File: src/rtl/eql_ctrl_pkg.sv
// Shared types for the multi-channel eql/cont_eql interrupt handshake controller.
// Holds the channel state encoding and the width helper for the granted-channel index.
package eql_ctrl_pkg;

    typedef enum logic [2:0] {
        ST_INIT   = 3'd0,
        ST_WAIT   = 3'd1,
        ST_ENIN   = 3'd2,
        ST_ENIN_W = 3'd3,
        ST_INTR   = 3'd4,
        ST_INTR_1 = 3'd5,
        ST_INTR_W = 3'd6
    } ch_state_t;

    // A single channel still needs a one-bit index so the bus port never collapses to zero width.
    function automatic int ch_idx_w(input int num_ch);
        return (num_ch > 1) ? $clog2(num_ch) : 1;
    endfunction

endpackage

File: src/rtl/eql_ch_fsm.sv
// One handshake channel: Moore FSM, ENIN_W dwell timer and registered output decode.
// Requests the shared bus while in INTR and advances when the top grants it.
//
// state     | meaning
// ----------+-----------------------------------------------------------
// INIT      | first cycle after reset, leaves unconditionally
// WAIT      | idle, waiting for eql
// ENIN      | counter enabled on first eql cycle
// ENIN_W    | counter enabled and acked while eql holds; dwell is timed
// INTR      | interrupt pending, requesting the shared cc_mux bus
// INTR_1    | bus granted this cycle; cont_eql decides hold or release
// INTR_W    | acked, holding until both eql and cont_eql drop
module eql_ch_fsm
    import eql_ctrl_pkg::*;
#(
    parameter int TO_W    = 8,
    parameter int TIMEOUT = 200
) (
    input  logic clock,
    input  logic reset_n,
    input  logic eql,
    input  logic cont_eql,
    input  logic grant,
    output logic req,
    output logic ackout,
    output logic enable_count,
    output logic timeout_err
);

    localparam logic [TO_W-1:0] TO_LAST = TO_W'((TIMEOUT > 0) ? TIMEOUT - 1 : 0);

    ch_state_t       state;
    ch_state_t       state_nxt;
    logic [TO_W-1:0] to_cnt;
    logic [TO_W-1:0] to_cnt_nxt;
    logic            to_hit;
    logic            to_fire;

    assign to_hit = (TIMEOUT != 0) && (to_cnt == TO_LAST);
    assign req    = (state == ST_INTR);

    always_comb begin
        state_nxt = state;
        to_fire   = 1'b0;
        case (state)
            ST_INIT:   state_nxt = ST_WAIT;
            ST_WAIT:   if (eql) state_nxt = ST_ENIN;
            ST_ENIN:   state_nxt = eql ? ST_ENIN_W : ST_INTR;
            ST_ENIN_W: begin
                if (!eql) begin
                    state_nxt = ST_INTR;
                end else if (to_hit) begin
                    state_nxt = ST_INTR_W;
                    to_fire   = 1'b1;
                end
            end
            ST_INTR:   if (grant) state_nxt = ST_INTR_1;
            ST_INTR_1: state_nxt = cont_eql ? ST_INTR_W : ST_WAIT;
            ST_INTR_W: if (!eql && !cont_eql) state_nxt = ST_WAIT;
            default:   state_nxt = ST_INIT;
        endcase
    end

    // Saturating dwell counter, restarted on every entry to ENIN_W.
    always_comb begin
        to_cnt_nxt = to_cnt;
        if (state == ST_ENIN && state_nxt == ST_ENIN_W) begin
            to_cnt_nxt = '0;
        end else if (state == ST_ENIN_W && to_cnt != '1) begin
            to_cnt_nxt = to_cnt + TO_W'(1);
        end
    end

    always_ff @(posedge clock or negedge reset_n) begin
        if (!reset_n) begin
            state        <= ST_INIT;
            to_cnt       <= '0;
            enable_count <= 1'b0;
            ackout       <= 1'b0;
            timeout_err  <= 1'b0;
        end else begin
            state        <= state_nxt;
            to_cnt       <= to_cnt_nxt;
            enable_count <= (state_nxt == ST_ENIN) || (state_nxt == ST_ENIN_W);
            ackout       <= (state_nxt == ST_ENIN_W) || (state_nxt == ST_INTR_W);
            timeout_err  <= to_fire;
        end
    end

endmodule

File: src/rtl/eql_irq_ctrl.sv
// Multi-channel eql interrupt controller: NUM_CH handshake channels sharing one
// cc_mux bus through a round-robin arbiter.
module eql_irq_ctrl
    import eql_ctrl_pkg::*;
#(
    parameter int NUM_CH  = 4,
    parameter int CODE_W  = 2,
    parameter int TO_W    = 8,
    parameter int TIMEOUT = 200
) (
    input  logic                        clock,
    input  logic                        reset_n,
    input  logic [NUM_CH-1:0]           eql,
    input  logic [NUM_CH-1:0]           cont_eql,
    input  logic [NUM_CH*CODE_W-1:0]    ch_code,
    output logic [NUM_CH-1:0]           ackout,
    output logic [NUM_CH-1:0]           enable_count,
    output logic [NUM_CH-1:0]           timeout_err,
    output logic                        cc_mux_valid,
    output logic [ch_idx_w(NUM_CH)-1:0] cc_mux_ch,
    output logic [CODE_W-1:0]           cc_mux_code
);

    localparam int IDX_W = ch_idx_w(NUM_CH);

    logic [NUM_CH-1:0] req;
    logic [NUM_CH-1:0] grant;
    logic              grant_any;
    logic [IDX_W-1:0]  grant_idx;
    logic [CODE_W-1:0] grant_code;
    logic [IDX_W-1:0]  rr_ptr;

    for (genvar i = 0; i < NUM_CH; i++) begin : g_ch
        eql_ch_fsm #(
            .TO_W    (TO_W),
            .TIMEOUT (TIMEOUT)
        ) u_ch (
            .clock        (clock),
            .reset_n      (reset_n),
            .eql          (eql[i]),
            .cont_eql     (cont_eql[i]),
            .grant        (grant[i]),
            .req          (req[i]),
            .ackout       (ackout[i]),
            .enable_count (enable_count[i]),
            .timeout_err  (timeout_err[i])
        );
    end

    // Two passes: first requester at or above rr_ptr, else wrap to the lowest requester.
    always_comb begin
        grant      = '0;
        grant_any  = 1'b0;
        grant_idx  = '0;
        grant_code = '0;
        for (int j = 0; j < NUM_CH; j++) begin
            if (!grant_any && req[j] && (j >= int'(rr_ptr))) begin
                grant_any  = 1'b1;
                grant[j]   = 1'b1;
                grant_idx  = IDX_W'(j);
                grant_code = ch_code[j*CODE_W +: CODE_W];
            end
        end
        for (int j = 0; j < NUM_CH; j++) begin
            if (!grant_any && req[j]) begin
                grant_any  = 1'b1;
                grant[j]   = 1'b1;
                grant_idx  = IDX_W'(j);
                grant_code = ch_code[j*CODE_W +: CODE_W];
            end
        end
    end

    always_ff @(posedge clock or negedge reset_n) begin
        if (!reset_n) begin
            rr_ptr       <= '0;
            cc_mux_valid <= 1'b0;
            cc_mux_ch    <= '0;
            cc_mux_code  <= '0;
        end else begin
            cc_mux_valid <= grant_any;
            if (grant_any) begin
                rr_ptr      <= (grant_idx == IDX_W'(NUM_CH - 1)) ? '0 : grant_idx + IDX_W'(1);
                cc_mux_ch   <= grant_idx;
                cc_mux_code <= grant_code;
            end
        end
    end

endmodule

File: config.mk
export PLATFORM = sky130hd
export DESIGN_NAME = eql_irq_ctrl
export DESIGN_NICKNAME = d
export VERILOG_FILES = /design/src/rtl/eql_ctrl_pkg.sv /design/src/rtl/eql_ch_fsm.sv /design/src/rtl/eql_irq_ctrl.sv
export SDC_FILE = /design/constraint.sdc
export NUM_CORES = 1
export LEC_CHECK = 0
export BUFFER_PORTS_ARGS = -buffer_cell sky130_fd_sc_hd__buf_2
export CAP_MARGIN = 30
export CORE_MARGIN = 8
export CORE_UTILIZATION = 64
export DETAILED_ROUTE_END_ITERATION = 16
export HOLD_SLACK_MARGIN = 0.03
export PLACE_DENSITY_LB_ADDON = 0.2
export SYNTH_ARGS = -nofsm -noshare
export SYNTH_HDL_FRONTEND = slang
export SYNTH_SLANG_ARGS = --single-unit
export TNS_END_PERCENT = 10
File: constraint.sdc
create_clock -name clock -period 3.7 [get_ports clock]
set_input_delay 0.37 -clock clock [delete_from_list [all_inputs] [get_ports clock]]
set_output_delay 0.37 -clock clock [all_outputs]
set_load 0.02 [all_outputs]
==> results of run 1 <==
-- flip-flops by register name (all words and copies together), names as in the netlist --
register,flops
g_ch.u_ch.enable_count,4
cc_mux_valid,1
g_ch.u_ch.timeout_err,4
cc_mux_ch,2
rr_ptr,2
g_ch.u_ch.state,12
g_ch.u_ch.to_cnt,32
g_ch.u_ch.ackout,4
cc_mux_code,2
-- per-stage QoR --
step	hold slack (ps)	cell area, um^2
2_1_floorplan	74.4	3540
3_3_place_gp	457	3670
3_5_place_dp	465	3670
4_1_cts	140	3890
5_1_grt	186	3890
6_report	115	3890
-- routing by layer --
layer,vias up,part of all wire
li1,1393,-
met1,1350,0.47
met2,56,0.47
met3,14,0.036
met4,0,0.021
met5,-,0
-- worst max-delay path, stage by stage (launching register included) --
cell and delay, ps:
sky130_fd_sc_hd__dfrtp_1 510, sky130_fd_sc_hd__nor3b_2 490, sky130_fd_sc_hd__nand2b_1 150, sky130_fd_sc_hd__nor4b_1 620
sky130_fd_sc_hd__a2111oi_0 210, sky130_fd_sc_hd__a31oi_1 200
-- where the power goes --
part / internal [uW] / switching [uW] / total (uW)
clock network: 416 / 252 / 667
logic: 536 / 669 / 1210
registers: 982 / 380 / 1360
total: 1930 / 1300 / 3240
-- worst max path at each step --
| stage | from | end | slack [ps] | cells after the start |
|---|---|---|---|---|
| after floorplan | g_ch[2].u_ch.state[1] | g_ch[0].u_ch.ackout | 1650 | 7 |
| after global placement | g_ch[1].u_ch.state[2] | g_ch[1].u_ch.ackout | 1540 | 5 |
| after detailed placement | g_ch[1].u_ch.state[2] | g_ch[1].u_ch.ackout | 1490 | 5 |
| after CTS | g_ch[3].u_ch.state[1] | g_ch[1].u_ch.ackout | 1470 | 4 |
| after global routing | g_ch[1].u_ch.state[2] | g_ch[1].u_ch.ackout | 1240 | 5 |
| final | g_ch[1].u_ch.state[2] | g_ch[1].u_ch.ackout | 1440 | 5 |
-- cell usage in the layout (no fill, tap or decap), types with 11 or more instances in the layout --
master                      n
sky130_fd_sc_hd__a21oi_1   22
sky130_fd_sc_hd__buf_2     34
sky130_fd_sc_hd__clkbuf_8  11
sky130_fd_sc_hd__nand2_1   28
sky130_fd_sc_hd__nand2b_1  13
sky130_fd_sc_hd__dfrtp_1   63
sky130_fd_sc_hd__inv_1     12
sky130_fd_sc_hd__nor2_1    53
sky130_fd_sc_hd__xnor2_1   13
sky130_fd_sc_hd__xor2_1    14
-- area by class of cell --
type / count / area (um^2)
clock buffer: 13 / 159
clock inverter: 3 / 65.1
fill: 430 / 1550
inverter: 12 / 45.0
multi-input combinational: 282 / 1770
sequential: 63 / 1580
tap: 72 / 90.1
timing repair buffer: 36 / 185
-- logic make-up after synthesis --
kind of cell | share of synthesized area
xor+xnor | 0.0668
flops | 0.445
mux | 0.0113
simple gates | 0.261
fa+ha+maj | 0.0141
compound gates | 0.147
buf+inv | 0.0541
==> impl_metrics.toml, run 1 <==
[detailed_routing]
post_drt_via_cell_ratio = 5.85
route.vias.total = 2813
detailedRoute.firstPassIterationCount = 4
first_iter_violations = 154
antenna_violating_nets_post_route = 0
routed_wl_um = 7080
wl_per_cell_um = 14.7
remaining_drc_errors = 0

[clock_tree]
clk_path_buf_depth = 2
post_cts.resized_instances = 0
clock_tree.htree_level_count = 3
cts_setup_buffers = 0
tritoncts = "built"
cts_inserted_buffers = 9
clkSinkCount = 63
cts_hold_buffers = 0
clk_latency_ps = 340
worst_setup_hold_path_clk_slew_ps = 70
clock-root-buffer = "sky130_fd_sc_hd__clkbuf_8"

[global_route]
grt_first_pass_wirelength_um = 12100
globalRouteOverflowTotal = 0
vias_in_the_first_global_route = 2657
groute.usage.overall = 0.179
grt_start_max_net_pins = 38
grt_most_used_layer = "met2"
grt.met2_usage = 0.287
initial_antenna_violation_count = 0
gr-usage-met3 = 0.0382
use_met1 = 0.223

[logic_synthesis]
yosys_register_bits = 63
seq_area_frac_synth = 0.445
synth_commonest_cells = "sky130_fd_sc_hd__dfrtp_1 (63), sky130_fd_sc_hd__nor2_1 (53), sky130_fd_sc_hd__nand2_1 (28)"
synth_top_area_share = 0.445
number_of_flops_mapped_to_enable_cells_by_yosys = 0
share_of_synthesized_flip_flops_with_an_asynchronous_set_or_reset = 1.00
synth_warnings = 0
synth_top_cells_by_area = "sky130_fd_sc_hd__dfrtp_1 (45%), sky130_fd_sc_hd__nor2_1 (5.6%), sky130_fd_sc_hd__xor2_1 (3.5%)"
synthCells = 380
synth.distinct_cells = 59
synth.avg_cell_area_um2 = 9.31
synth_nets = 402
ys_dominant_reg_cell = "sky130_fd_sc_hd__dfrtp_1"
yosys.area.top_type = "sky130_fd_sc_hd__dfrtp_1"
cell_area_synth_mm2 = 0.00354
synth.most_common_cell = "sky130_fd_sc_hd__dfrtp_1"

[worst_setup_path]
worst_setup_path_start_kind = "register"
required_ps = 3950
worstPathMaxFanout = 10
arrival_ps = 2510
worst_r2r_endpoint = "g_ch[1].u_ch.ackout"
critical_path_class = "register to register"
r2r.worst_path.cells = 5
r2r_setup_slack_ps = 1440
timing.critical_path.to_type = "register"
timing.rr.start = "g_ch[1].u_ch.state[2]"

[timing]
final_period_minus_worst_setup_slack_ps = 2260
report.final.setup_viol = 0
hold_violations = 0
worst_pin_slew_ps = 956
min_period_over_period = 0.610
slew_headroom = 0.361
fin_skew_ps = 9.36
timing.final.ws_setup_ps = 1440
final.setup.tns_ps = 0
max_freq_ghz = 0.443
timing.final.max_slew_violations = 0
rsz0062_at_grt = "no"

[die]
start_util = 0.651
die-area_mm2 = 0.00817
x_dimension_of_the_die_um = 90.4
die_y_um = 90.4
design.portCount = 35
rows = 27
floorplan.core_area_mm2 = 0.00544

[final_layout]
layout-drive-gt1-share = 0.144
number_of_antenna_diodes = 0
postLayoutCoreUtil = 0.716
stdcell_count = 481
final_net_count = 426
areaGrowthSynthToFinish_pct = 9.97

[status]
outcome = "complete, no violations"

[hold_path]
hold_class = "primary input to asynchronous set/reset pin"

[power]
ir_drop_uv = 438
pnr_total_power_uw = 3240
pwr_density_cell_mw_per_mm2 = 831
cellLeakagePower_uw = 0.00178

[placement]
post-dp-hpwl_um = 4880
dpl.cell_count = 465
place_worst_setup_slack_ps = 1490
place_congestion = 0.891
port_buffers = 34

[job]
max_cap_viol = 0
Note: power is estimated with default switching activity, not from simulation.
==> run 2, diff against run 1 <==
Settings changed: CORE_UTILIZATION 64 to 59.
Clock period 3.7 ns to 2.2 ns, I/O delays scaled along.
==> run 2 against run 1 <==
Fmax grew 6.7%. Total power rose by 69%. Sequential cell count unchanged. Count of clock-buffer cells in the layout fell by 1. Clock power grew 33%. Final area grew 3.6%. Clock skew down 1.7 ps. Via count is 1.8% higher.
==> impl_metrics.toml, run 2 (same netlist as run 1, synthesis figures left out) <==
[status]
outcome = "complete, no violations"

[worst_setup_path]
timing.critical_path.to_type = "register"
required_ps = 2420
r2r.worst_path.cells = 6
worstPathMaxFanout = 4
crit_start = "g_ch[0].u_ch.to_cnt[0]"
number_of_cells_on_the_critical_path = 6
critical_path_class = "register to register"
worst_path_largest_cell_delay_ps = 440
crit_top_cell = "sky130_fd_sc_hd__or4_4"
critPathBufInv = 0
worst_setup_path_start_kind = "register"
timing.rr.start = "g_ch[0].u_ch.to_cnt[0]"
critical-path-slowest-cell = "sky130_fd_sc_hd__or4_4"
arrival_ps = 2330
worstPathCellList = "ha_2, nand3b_1, or4_4, a41o_1, or4_4, o21a_1"
r2r_setup_slack_ps = 80
worst_r2r_endpoint = "g_ch[0].u_ch.ackout"
cp_top_family = "simple AND/OR/NAND/NOR gates"

[global_route]
grt_start_max_net_pins = 33
globalRouteOverflowTotal = 0
vias_in_the_first_global_route = 2830
grt_first_pass_wirelength_um = 12800
groute.usage.overall = 0.179
initial_antenna_violation_count = 0

[hold_path]
min_path_cells = 3
worstHoldStart = "eql[3]"
hold_class = "primary input to register"
worst_hold_path.endpoint = "g_ch[3].u_ch.timeout_err"

[final_layout]
most_common_cell_after_layout_fill_and_taps_aside = "sky130_fd_sc_hd__dfrtp_1"
stdcell_count = 505
most_used_cells_in_the_layout_excluding_fill_and_tap_cells = "sky130_fd_sc_hd__dfrtp_1 (63), sky130_fd_sc_hd__nor2_1 (53), sky130_fd_sc_hd__buf_2 (34)"
final_net_count = 450
areaGrowthSynthToFinish_pct = 13.9
number_of_antenna_diodes = 0
layout-drive-gt1-share = 0.193
largestRegisters = "g_ch.u_ch.to_cnt: 32 flops, g_ch.u_ch.state: 12 flops"
largest_reg_flops = 32
regMostFlops = "g_ch.u_ch.to_cnt"

[power]
ir_drop_uv = 748
pnr_total_power_uw = 5460
pwr_density_cell_mw_per_mm2 = 1350
power_switching_uw = 2210
sw_ratio = 0.406
intPower_uw = 3240
pwr-share-comb = 0.445
cellLeakagePower_uw = 0.00188
seqPwrFrac = 0.392
share_clk_of_total_power = 0.162

[clock_tree]
cts_inserted_buffers = 9
clk_path_buf_depth = 2
clock_tree.htree_level_count = 3
clock-root-buffer = "sky130_fd_sc_hd__clkbuf_8"
clk_latency_ps = 330
worst_setup_hold_path_clk_slew_ps = 70
tritoncts = "built"
clkSinkCount = 63

[detailed_routing]
post_drt_via_cell_ratio = 5.67
routed_wl_um = 7350
first_iter_violations = 173
route.vias.total = 2865
antenna_violating_nets_post_route = 0
detailedRoute.firstPassIterationCount = 4
remaining_drc_errors = 0
wl_per_cell_um = 14.6

[timing]
worst_pin_slew_ps = 676
timing.final.max_slew_violations = 0
slew_headroom = 0.546
final.setup.tns_ps = 0
rsz0062_at_grt = "no"
min_period_over_period = 0.961
report.final.setup_viol = 0
final_period_minus_worst_setup_slack_ps = 2120
hold_ws_ps = 180
fin_skew_ps = 7.71
max_freq_ghz = 0.473
hold_violations = 0

[die]
die_y_um = 93.5
rows = 28
die-area_mm2 = 0.00873
design.portCount = 35
start_util = 0.605
x_dimension_of_the_die_um = 93.5
floorplan.core_area_mm2 = 0.00585

[job]
max_cap_viol = 0

[placement]
dpl.cell_count = 491
place_congestion = 0.849
port_buffers = 34
post-dp-hpwl_um = 5500
[run 2: cell types whose count changed in the layout (fill, tap and decap cells not counted), sizes merged]
cell         delta
clkbuf          -1
dlygate4sd3     +1
buf            +23
bufinv          -2
[run 2: per-stage QoR]
stage / util / worst slack, ps / cell area (um^2)
floorplan: - / 153 / 3540
global placement: 0.657 / 130 / 3840
detailed placement: 0.657 / 79.7 / 3840
CTS: 0.688 / 52.3 / 4030
global route: 0.689 / 7.57 / 4030
finish: 0.689 / 84.7 / 4030
[run 2: power by group through the flow]
stage / clock, uW / sequential [uW] / combinational, uW
after floorplan: 0 / 2080 / 1790
after global placement: 0 / 2120 / 2350
after detailed placement: 0 / 2150 / 2430
after CTS: 907 / 2130 / 2440
after global routing: 962 / 2220 / 2720
final: 886 / 2140 / 2430
[run 2: cell type report]
| cell class | count | area, um^2 |
|---|---|---|
| fill | 478 | 1820 |
| tap | 75 | 93.8 |
| sequential | 63 | 1580 |
| inverter | 12 | 45.0 |
| timing repair buffer | 60 | 368 |
| clock buffer | 12 | 165 |
| multi-input combinational | 282 | 1780 |
| clock inverter | 1 | 5.00 |
[run 2: worst max-delay path by stage]
stage	end
after floorplan	g_ch[0].u_ch.ackout
after global placement	g_ch[0].u_ch.ackout
after detailed placement	g_ch[0].u_ch.ackout
after CTS	g_ch[0].u_ch.ackout
after global routing	g_ch[0].u_ch.ackout
final	g_ch[0].u_ch.ackout
[run 2: worst min-delay path: cells and delay by family]
kind	cells	cell delay, ps
buf+inv	1	140
simple gates	2	100
[run 2: what timing repair did]
item | 4_1_cts | 5_1_grt
setup buffers | 0 | 0
hold buffers | 1 | 0
setup endpoints to repair | 0 | 1
resized for setup | 0 | 2
endpoints found under the hold margin | 63 | 0
[run 2: metal layers]
metal,GRT usage,vias to the layer above,share of wire
met5,0,-,0
met4,0.0765,0,0.013
met3,0.0441,9,0.047
met2,0.296,57,0.49
met1,0.216,1360,0.45
li1,-,1439,-
==> run 3, diff against run 2 <==
Settings changed: CORE_UTILIZATION 59 to 64.
Clock period 2.2 ns to 2.5 ns, I/O delays scaled along.
==> run 3 against run 2 <==
Sequential cell count stayed put. Global-route usage hardly changed. Largest cell class unchanged. Highest routed layer unchanged. Largest power group is now sequential cells. Fmax is 2.6% lower. Utilization is 4.2 points higher.
==> impl_metrics.toml, run 3 (same netlist as run 1, synthesis figures left out) <==
[clock_tree]
clock_tree.htree_level_count = 3
clkSinkCount = 63
clock-root-buffer = "sky130_fd_sc_hd__clkbuf_8"
cts_setup_buffers = 0
worst_setup_hold_path_clk_slew_ps = 70
cts_inserted_buffers = 9
clk_latency_ps = 330
post_cts.resized_instances = 0
clk_path_buf_depth = 2
tritoncts = "built"

[final_layout]
final_net_count = 435
largest_reg_flops = 32
final-seq-area_mm2 = 0.00158
most_common_cell_after_layout_fill_and_taps_aside = "sky130_fd_sc_hd__dfrtp_1"
multiInputGateArea_mm2 = 0.00177
most_used_cells_in_the_layout_excluding_fill_and_tap_cells = "sky130_fd_sc_hd__dfrtp_1 (63), sky130_fd_sc_hd__nor2_1 (53), sky130_fd_sc_hd__buf_2 (34)"
stdcell_count = 490
filler_cell_count = 407
largestRegisters = "g_ch.u_ch.to_cnt: 32 flops, g_ch.u_ch.state: 12 flops"
regMostFlops = "g_ch.u_ch.to_cnt"
number_of_antenna_diodes = 0
areaGrowthSynthToFinish_pct = 12.3
postLayoutCoreUtil = 0.731
layout-drive-gt1-share = 0.160

[timing]
rsz0062_at_grt = "no"
final_period_minus_worst_setup_slack_ps = 2170
timing.final.max_slew_violations = 0
hold_violations = 0
final.setup.tns_ps = 0
worst_pin_slew_ps = 725
slew_headroom = 0.517
fin_skew_ps = 12.4
min_period_over_period = 0.869
report.final.setup_viol = 0
max_freq_ghz = 0.460

[worst_setup_path]
required_ps = 2690
timing.rr.start = "g_ch[2].u_ch.state[2]"
crit_start = "g_ch[2].u_ch.state[2]"
timing.critical_path.to_type = "register"
r2r.worst_path.cells = 5
arrival_ps = 2370
r2r_setup_slack_ps = 330
critical-path-slowest-cell = "sky130_fd_sc_hd__a2111oi_0"
critical_path_class = "register to register"
worstPathMaxFanout = 13
worstPathCellList = "or3b_1, a21oi_4, nor4b_1, a2111oi_0, a31oi_1"
crit_end = "g_ch[1].u_ch.ackout"
worst_path_largest_cell_delay_ps = 540
worst_r2r_endpoint = "g_ch[1].u_ch.ackout"
worst_setup_path_start_kind = "register"

[detailed_routing]
first_iter_violations = 152
detailedRoute.firstPassIterationCount = 4
wl_per_cell_um = 14.8
routed_wl_um = 7250
post_drt_via_cell_ratio = 5.85
route.vias.total = 2867
remaining_drc_errors = 0
antenna_violating_nets_post_route = 0

[placement]
port_buffers = 34
dpl.cell_count = 473
place_congestion = 0.858
post-dp-hpwl_um = 5250

[die]
design.portCount = 35
rows = 27
x_dimension_of_the_die_um = 90.4
die-area_mm2 = 0.00817
floorplan.core_area_mm2 = 0.00544
die_y_um = 90.4
start_util = 0.651

[global_route]
vias_in_the_first_global_route = 2745
groute.usage.overall = 0.179
globalRouteOverflowTotal = 0
grt_first_pass_wirelength_um = 12300
initial_antenna_violation_count = 0
grt_start_max_net_pins = 33

[hold_path]
hold_class = "primary input to register"

[power]
cellLeakagePower_uw = 0.00183
pwr_density_cell_mw_per_mm2 = 1220
ir_drop_uv = 865

[status]
outcome = "complete, no violations"

[job]
max_cap_viol = 0
[run 3: how the worst min path moves through the flow]
stage | start | end | slack, ps | cells after the start
2_1_floorplan | reset_n | cc_mux_ch[0] | -50 | 0
6_report | eql[3] | g_ch[3].u_ch.timeout_err | 200 | 3
4_1_cts | eql[3] | g_ch[3].u_ch.timeout_err | 170 | 3
3_5_place_dp | reset_n | g_ch[0].u_ch.to_cnt[0] | 340 | 1
5_1_grt | eql[3] | g_ch[3].u_ch.timeout_err | 210 | 3
3_3_place_gp | reset_n | g_ch[0].u_ch.to_cnt[0] | 340 | 1
[run 3: stage by stage]
step / power [uW] / hold slack (ps) / area, um^2 / setup slack (ps)
after CTS: 4890 / 171 / 3980 / 348
after floorplan: 3400 / -45.6 / 3540 / 453
after detailed placement: 3860 / 343 / 3740 / 361
final: 4870 / 195 / 3980 / 328
after global routing: 5220 / 208 / 3980 / 122
after global placement: 3770 / 338 / 3740 / 393
[run 3: report_power, final]
part,internal (uW),total (uW),leakage [uW],switching [uW]
Clock,616,991,0.000114,375
Combinational,848,1860,0.000910,1020
Sequential,1450,2010,0.000808,558
Total,2920,4870,0.00183,1950
[run 3: layout make-up]
| type | count | share of cell area |
|---|---|---|
| clock buffers | 13 | 0.0400 |
| clock inverters | 3 | 0.0164 |
| inverters | 12 | 0.0113 |
| multi-input cells | 282 | 0.446 |
| flip-flops and latches | 63 | 0.397 |
| well taps | 72 | 0.0227 |
| repair buffers | 45 | 0.0674 |
[run 3: critical path: cells and delay by family (launching register included)]
family,cells,cell delay (ps)
and+or+nand+nor,2,610
DFF,1,520
AOI/OAI and AO/OA,3,910
[run 3: per-layer routing]
metal	wire (um)	vias up	track usage
met5	0	-	0
met4	92	0	0.0680
met3	258	9	0.0349
met2	3600	62	0.307
met1	3310	1391	0.217
li1	-	1405	-
[run 3: what timing repair did]
item | CTS | global route
endpoints found under the setup margin | 0 | 0
hold buffers | 1 | 0
endpoints found under the hold margin | 31 | 0
